## config.mk

```make
export PLATFORM = sky130hd
export DESIGN_NAME = cpu_reset_ctrl
export DESIGN_NICKNAME = d
export VERILOG_FILES = /design/src/rtl/cpu_reset_ctrl.sv
export SDC_FILE = /design/constraint.sdc
export NUM_CORES = 1
export LEC_CHECK = 0
export ABC_AREA = 1
export CAP_MARGIN = 15
export CORE_AREA = 3 3 56 58
export DETAILED_ROUTE_END_ITERATION = 7
export DIE_AREA = 0 0 59 61
export GPL_TIMING_DRIVEN = 0
export PLACE_DENSITY_LB_ADDON = 0.05
export SLEW_MARGIN = 5
export SYNTH_ARGS = -nofsm -noshare
export SYNTH_HDL_FRONTEND = slang
export SYNTH_SLANG_ARGS = --single-unit
```

## constraint.sdc

```tcl
create_clock -name clk -period 2.4 [get_ports clk]
set_input_delay 0.24 -clock clk [delete_from_list [all_inputs] [get_ports clk]]
set_output_delay 0.24 -clock clk [all_outputs]
set_load 0.02 [all_outputs]
```

## src/rtl/cpu_reset_ctrl.sv

```systemverilog
// Reset sequencer and run/halt/single-step controller for the mips core.
// Optional free-running enabled-cycle counter: define CPU_RESET_CTRL_CYCLE_CNT_EN.
`timescale 1ns/1ps
module cpu_reset_ctrl #(
  parameter int unsigned HOLD_CYCLES = 16,
  parameter bit          AUTO_RUN    = 1'b1
) (
  input  logic       clk,
  input  logic       reset,
  input  logic       soft_reset,
  input  logic       run_req,
  input  logic       halt_req,
  input  logic       step_req,
  input  logic [7:0] step_count,
  output logic       core_reset,
  output logic       core_en,
  output logic [1:0] state,
  output logic       step_done
`ifdef CPU_RESET_CTRL_CYCLE_CNT_EN
  ,
  output logic [31:0] cycle_cnt
`endif
);

  typedef enum logic [1:0] {
    ST_HOLD = 2'd0,
    ST_HALT = 2'd1,
    ST_RUN  = 2'd2,
    ST_STEP = 2'd3
  } state_t;

  localparam logic [7:0] HOLD_LAST = 8'(HOLD_CYCLES - 1);

  logic       sync1_r;
  logic       sync2_r;
  state_t     state_r;
  logic [7:0] hold_cnt_r;
  logic [7:0] remaining_r;
  logic       core_reset_r;
  logic       core_en_r;
  logic       step_done_r;

  // Two-flop release synchroniser for the external reset.
  always_ff @(posedge clk or negedge reset) begin
    if (!reset) begin
      sync1_r <= 1'b0;
      sync2_r <= 1'b0;
    end else begin
      sync1_r <= 1'b1;
      sync2_r <= sync1_r;
    end
  end

  // Sequencing FSM with registered core controls.
  always_ff @(posedge clk or negedge reset) begin
    if (!reset) begin
      state_r      <= ST_HOLD;
      hold_cnt_r   <= 8'd0;
      remaining_r  <= 8'd0;
      core_reset_r <= 1'b1;
      core_en_r    <= 1'b0;
      step_done_r  <= 1'b0;
    end else if (soft_reset) begin
      state_r      <= ST_HOLD;
      hold_cnt_r   <= 8'd0;
      remaining_r  <= 8'd0;
      core_reset_r <= 1'b1;
      core_en_r    <= 1'b1;
      step_done_r  <= 1'b0;
    end else begin
      step_done_r <= 1'b0;
      case (state_r)
        ST_HOLD: begin
          // core_en follows the value rst_sync is about to take, so both rise together.
          if (!sync2_r) begin
            core_reset_r <= 1'b1;
            core_en_r    <= sync1_r;
          end else if (hold_cnt_r == HOLD_LAST) begin
            core_reset_r <= 1'b0;
            hold_cnt_r   <= 8'd0;
            if (AUTO_RUN) begin
              state_r   <= ST_RUN;
              core_en_r <= 1'b1;
            end else begin
              state_r   <= ST_HALT;
              core_en_r <= 1'b0;
            end
          end else begin
            core_reset_r <= 1'b1;
            core_en_r    <= 1'b1;
            hold_cnt_r   <= hold_cnt_r + 8'd1;
          end
        end
        ST_HALT: begin
          if (halt_req) begin
            core_en_r <= 1'b0;
          end else if (step_req && (step_count != 8'd0)) begin
            state_r     <= ST_STEP;
            remaining_r <= step_count;
            core_en_r   <= 1'b1;
          end else if (run_req) begin
            state_r   <= ST_RUN;
            core_en_r <= 1'b1;
          end else begin
            core_en_r <= 1'b0;
          end
        end
        ST_RUN: begin
          if (halt_req) begin
            state_r   <= ST_HALT;
            core_en_r <= 1'b0;
          end else begin
            core_en_r <= 1'b1;
          end
        end
        ST_STEP: begin
          if (halt_req) begin
            state_r     <= ST_HALT;
            remaining_r <= 8'd0;
            core_en_r   <= 1'b0;
          end else if (remaining_r == 8'd1) begin
            state_r     <= ST_HALT;
            remaining_r <= 8'd0;
            core_en_r   <= 1'b0;
            step_done_r <= 1'b1;
          end else begin
            remaining_r <= remaining_r - 8'd1;
            core_en_r   <= 1'b1;
          end
        end
        default: begin
          state_r      <= ST_HOLD;
          hold_cnt_r   <= 8'd0;
          remaining_r  <= 8'd0;
          core_reset_r <= 1'b1;
          core_en_r    <= 1'b0;
        end
      endcase
    end
  end

`ifdef CPU_RESET_CTRL_CYCLE_CNT_EN
  logic [31:0] cycle_cnt_r;

  // Counts edges on which the core is enabled and out of reset.
  always_ff @(posedge clk or negedge reset) begin
    if (!reset) begin
      cycle_cnt_r <= 32'd0;
    end else if (soft_reset) begin
      cycle_cnt_r <= 32'd0;
    end else if (core_en_r && !core_reset_r) begin
      cycle_cnt_r <= cycle_cnt_r + 32'd1;
    end else begin
      cycle_cnt_r <= cycle_cnt_r;
    end
  end

  assign cycle_cnt = cycle_cnt_r;
`endif

  assign core_reset = core_reset_r;
  assign core_en    = core_en_r;
  assign state      = state_r;
  assign step_done  = step_done_r;

endmodule
```

==> results.md <==
- Gate Count Post-Synth: around 210
- Drt first pass iters: 4
- HP Start: sync1_r
- Worst setup SP type: flop
- Slew @ Worst Pin: 1030 ps
- Pin count of the biggest net entering global routing: 24
- Routed Antenna Nets: 0
- # Max-Cap Violations: 0
- Worst path required time: 2160 ps
- Initial antenna violation count: 0
- TritonCTS clock tree: yes
- FF+latch count, synth: 23
- Leading cell types by total area after synthesis: dfrtp_1 37%, nand2_1 17%, inv_1 7.6%
- Final nets: about 250
- CTS Buf Count: 3
- Die H: around 60 um
- Clk buf depth: 2
- Hold_buf cts: 0
- Most crowded layer after global routing: met2
- Initial drt markers: 52
- Worst-Skew Late Latency: 310 ps
- Fin crit share: between 70 and 80%
- Sequence of cells on the critical path: clkdlybuf4s50_1
- GR Util met2: a little over a third
- Post-synth top area share: a little under two fifths
- Detailed-route via count: 1395
- CP peak stage delay: 590 ps
- Slew Limit Headroom: 31.0%
- WP buf/inv: 1
- CTS resizes: 0
- First-pass GRT wire length: roughly 5.4 mm
- Via density: about 5.2
- Hold Crit Class: reg2reg
- Sum of negative setup slack: 0 ps
- Initial Util: around 55%
- RSZ-0062 raised after global routing: false
- Post-Syn Area: 0.00149 sq mm
- Layout cells sized above 1: a little under a tenth
- Number of port buffers: 18
- Setup Buffers After CTS: 0
- PD cells: 752 mW/mm^2
- CP top delay family: buffers and inverters
- Final GP Congestion: between 0.9 and 1
- Syn Area/Cell: around 6.9 sq um
- Root buf cell: clkbuf_4
- Hold Path Sink: sync2_r
- Dominant cell type by area after synthesis: dfrtp_1
- Crit Path Max Fanout: 2
- Cell count of the worst reg-to-reg path: 8
- I/O Pins: 19
- CTS clock-pin slew for the worst setup and hold paths: roughly 130 ps
- Most used DFF post-synth: dfrtp_1
- Syn nets: 231
- Sequential fraction of the synthesis area: about two fifths
- Htree depth: 1
- Critical Path AT: 1460 ps
- Slowest cell on the critical path: clkdlybuf4s50_1
- CTS sink count: 23
- Total track usage: 19.3%
- VDD IR max: between 0.5 and 0.6 mV
- Hold path cells: 0
- Synth warnings: 0
- Core area: ~0.0027 sq mm
- Final worst path period need: between 1500 and 2000 ps
- GR Util met3: under 10%
- Post-synth EDFFs: 0
- Clk_skew: 10.9 ps
- Average wire per cell in the routed design: about 12 um
- Vias in the first global route: between 1000 and 1500
- LEAKAGE: about 0.89 nW
- Reg-to-reg startpoint: hold_cnt_r[0]
- Overflow after GRT: 0
- Setup violators final: 0
- Worst R2R Setup Slack: around 910 ps
- Die Wd: roughly 60 um
- Antenna cells: 0
- Post-DP HPWL: 2.44 mm
- Fin. max-slew vios: 0
- CP endpoint kind: output pin
- Final Hold Vio Count: 0
- WL final: 3.19 mm
- Met1 Usage GRT: a little under a quarter
- Area grow syn2layout: 16.6%
- Kind of critical path: reg2out
- Async SR Flop Fraction: 100%
- Rows: 19
- Die area: between 0.003 and 0.004 sq mm
- Synth cell types: 28
- # DRC: 0
- Fmax: 588 MHz
- Worst reg2reg endpoint: state[0]
- Placement Cell Area: around 0.0017 sq mm
- Design Area, Final: approximately 0.0017 sq mm
- Outcome: completed
-- area by class of cell --
type,count,area [sq um]
fillers,256,977
well taps,31,38.8
clock inverters,1,5.00
clock buffers,3,22.5
repair buffers,18,180
plain buffers,2,18.8
inverters,33,124
flip-flops and latches,23,577
multi-input cells,156,767
-- logic make-up after synthesis --
family | share of synthesized area (%)
AOI/OAI and AO/OA | 9.43
xor gates and xnor gates | 3.54
adders and majority gates | 2.53
buffers and inverters | 9.60
DFF | 38.8
other | 0.252
and+or+nand+nor | 35.9
-- per-layer routing --
layer	vias to the layer above	share of wire, %
li1	711	-
met1	650	44
met5	-	0
met4	0	1.3
met3	4	4.2
met2	30	51
-- where the power goes --
part           leakage, nW  internal, mW  switching (mW)  total, mW
logic                0.576         0.230           0.356      0.586
clock network       0.0177        0.0622           0.117      0.180
registers            0.298         0.460          0.0777      0.537
total                0.892         0.752           0.551       1.30
-- flip-flops by register name, indices dropped and copies added (netlist names) --
signal / count
core_en: 1
core_reset: 1
hold_cnt_r: 8
remaining_r: 8
state: 2
step_done: 1
sync1_r: 1
sync2_r: 1
-- cells in the final DEF, fill, tap and decap left out, types with 2 or more instances in the layout --
| cell type | count |
|---|---|
| nor2_4 | 2 |
| nor2_1 | 21 |
| nand2_2 | 3 |
| nand2_1 | 67 |
| clkdlybuf4s50_1 | 18 |
| clkbuf_4 | 3 |
| ha_1 | 3 |
| o21ai_0 | 13 |
| nor2_2 | 2 |
| nor3_1 | 3 |
| xor2_1 | 5 |
| nand3_1 | 14 |
| dfrtp_1 | 22 |
| a21oi_1 | 8 |
| nand4_1 | 4 |
| inv_2 | 3 |
| nand2_4 | 2 |
| inv_1 | 30 |
-- synth_stat cells (2+ instances only) --
| cell type | number |
|---|---|
| nor3_1 | 3 |
| nor2_1 | 21 |
| a21oi_1 | 8 |
| nand3_1 | 14 |
| nor2_2 | 2 |
| ha_1 | 3 |
| nand2_4 | 2 |
| o21ai_0 | 13 |
| dfrtp_1 | 22 |
| nand2_1 | 67 |
| nor2_4 | 2 |
| inv_2 | 3 |
| inv_1 | 30 |
| xor2_1 | 5 |
| nand4_1 | 4 |
| nand2_2 | 3 |
-- worst max path at each step --
stage | from | endpoint | slack [ps] | cells past startpoint
after global routing | state[1] | state[1] | 640 | 1
after detailed placement | soft_reset | state[0] | 590 | 10
final | core_reset | core_reset | 700 | 1
after global placement | soft_reset | remaining_r[6] | 600 | 9
after CTS | core_reset | core_reset | 680 | 1
after floorplan | state[1] | hold_cnt_r[5] | 1050 | 7
-- through the flow --
stage          hold WS, ps  util [%]  cells  power [mW]  setup slack, ps
3_5_place_dp           369      62.9    263        1.13              589
3_3_place_gp           363      62.9    263        1.12              603
5_1_grt                418      63.9    267        1.42              638
2_1_floorplan        -55.6         -    214       0.957             1050
4_1_cts                401      63.9    267        1.32              679
6_report               399      63.9    267        1.30              698
(Power assumes the default switching activity.)
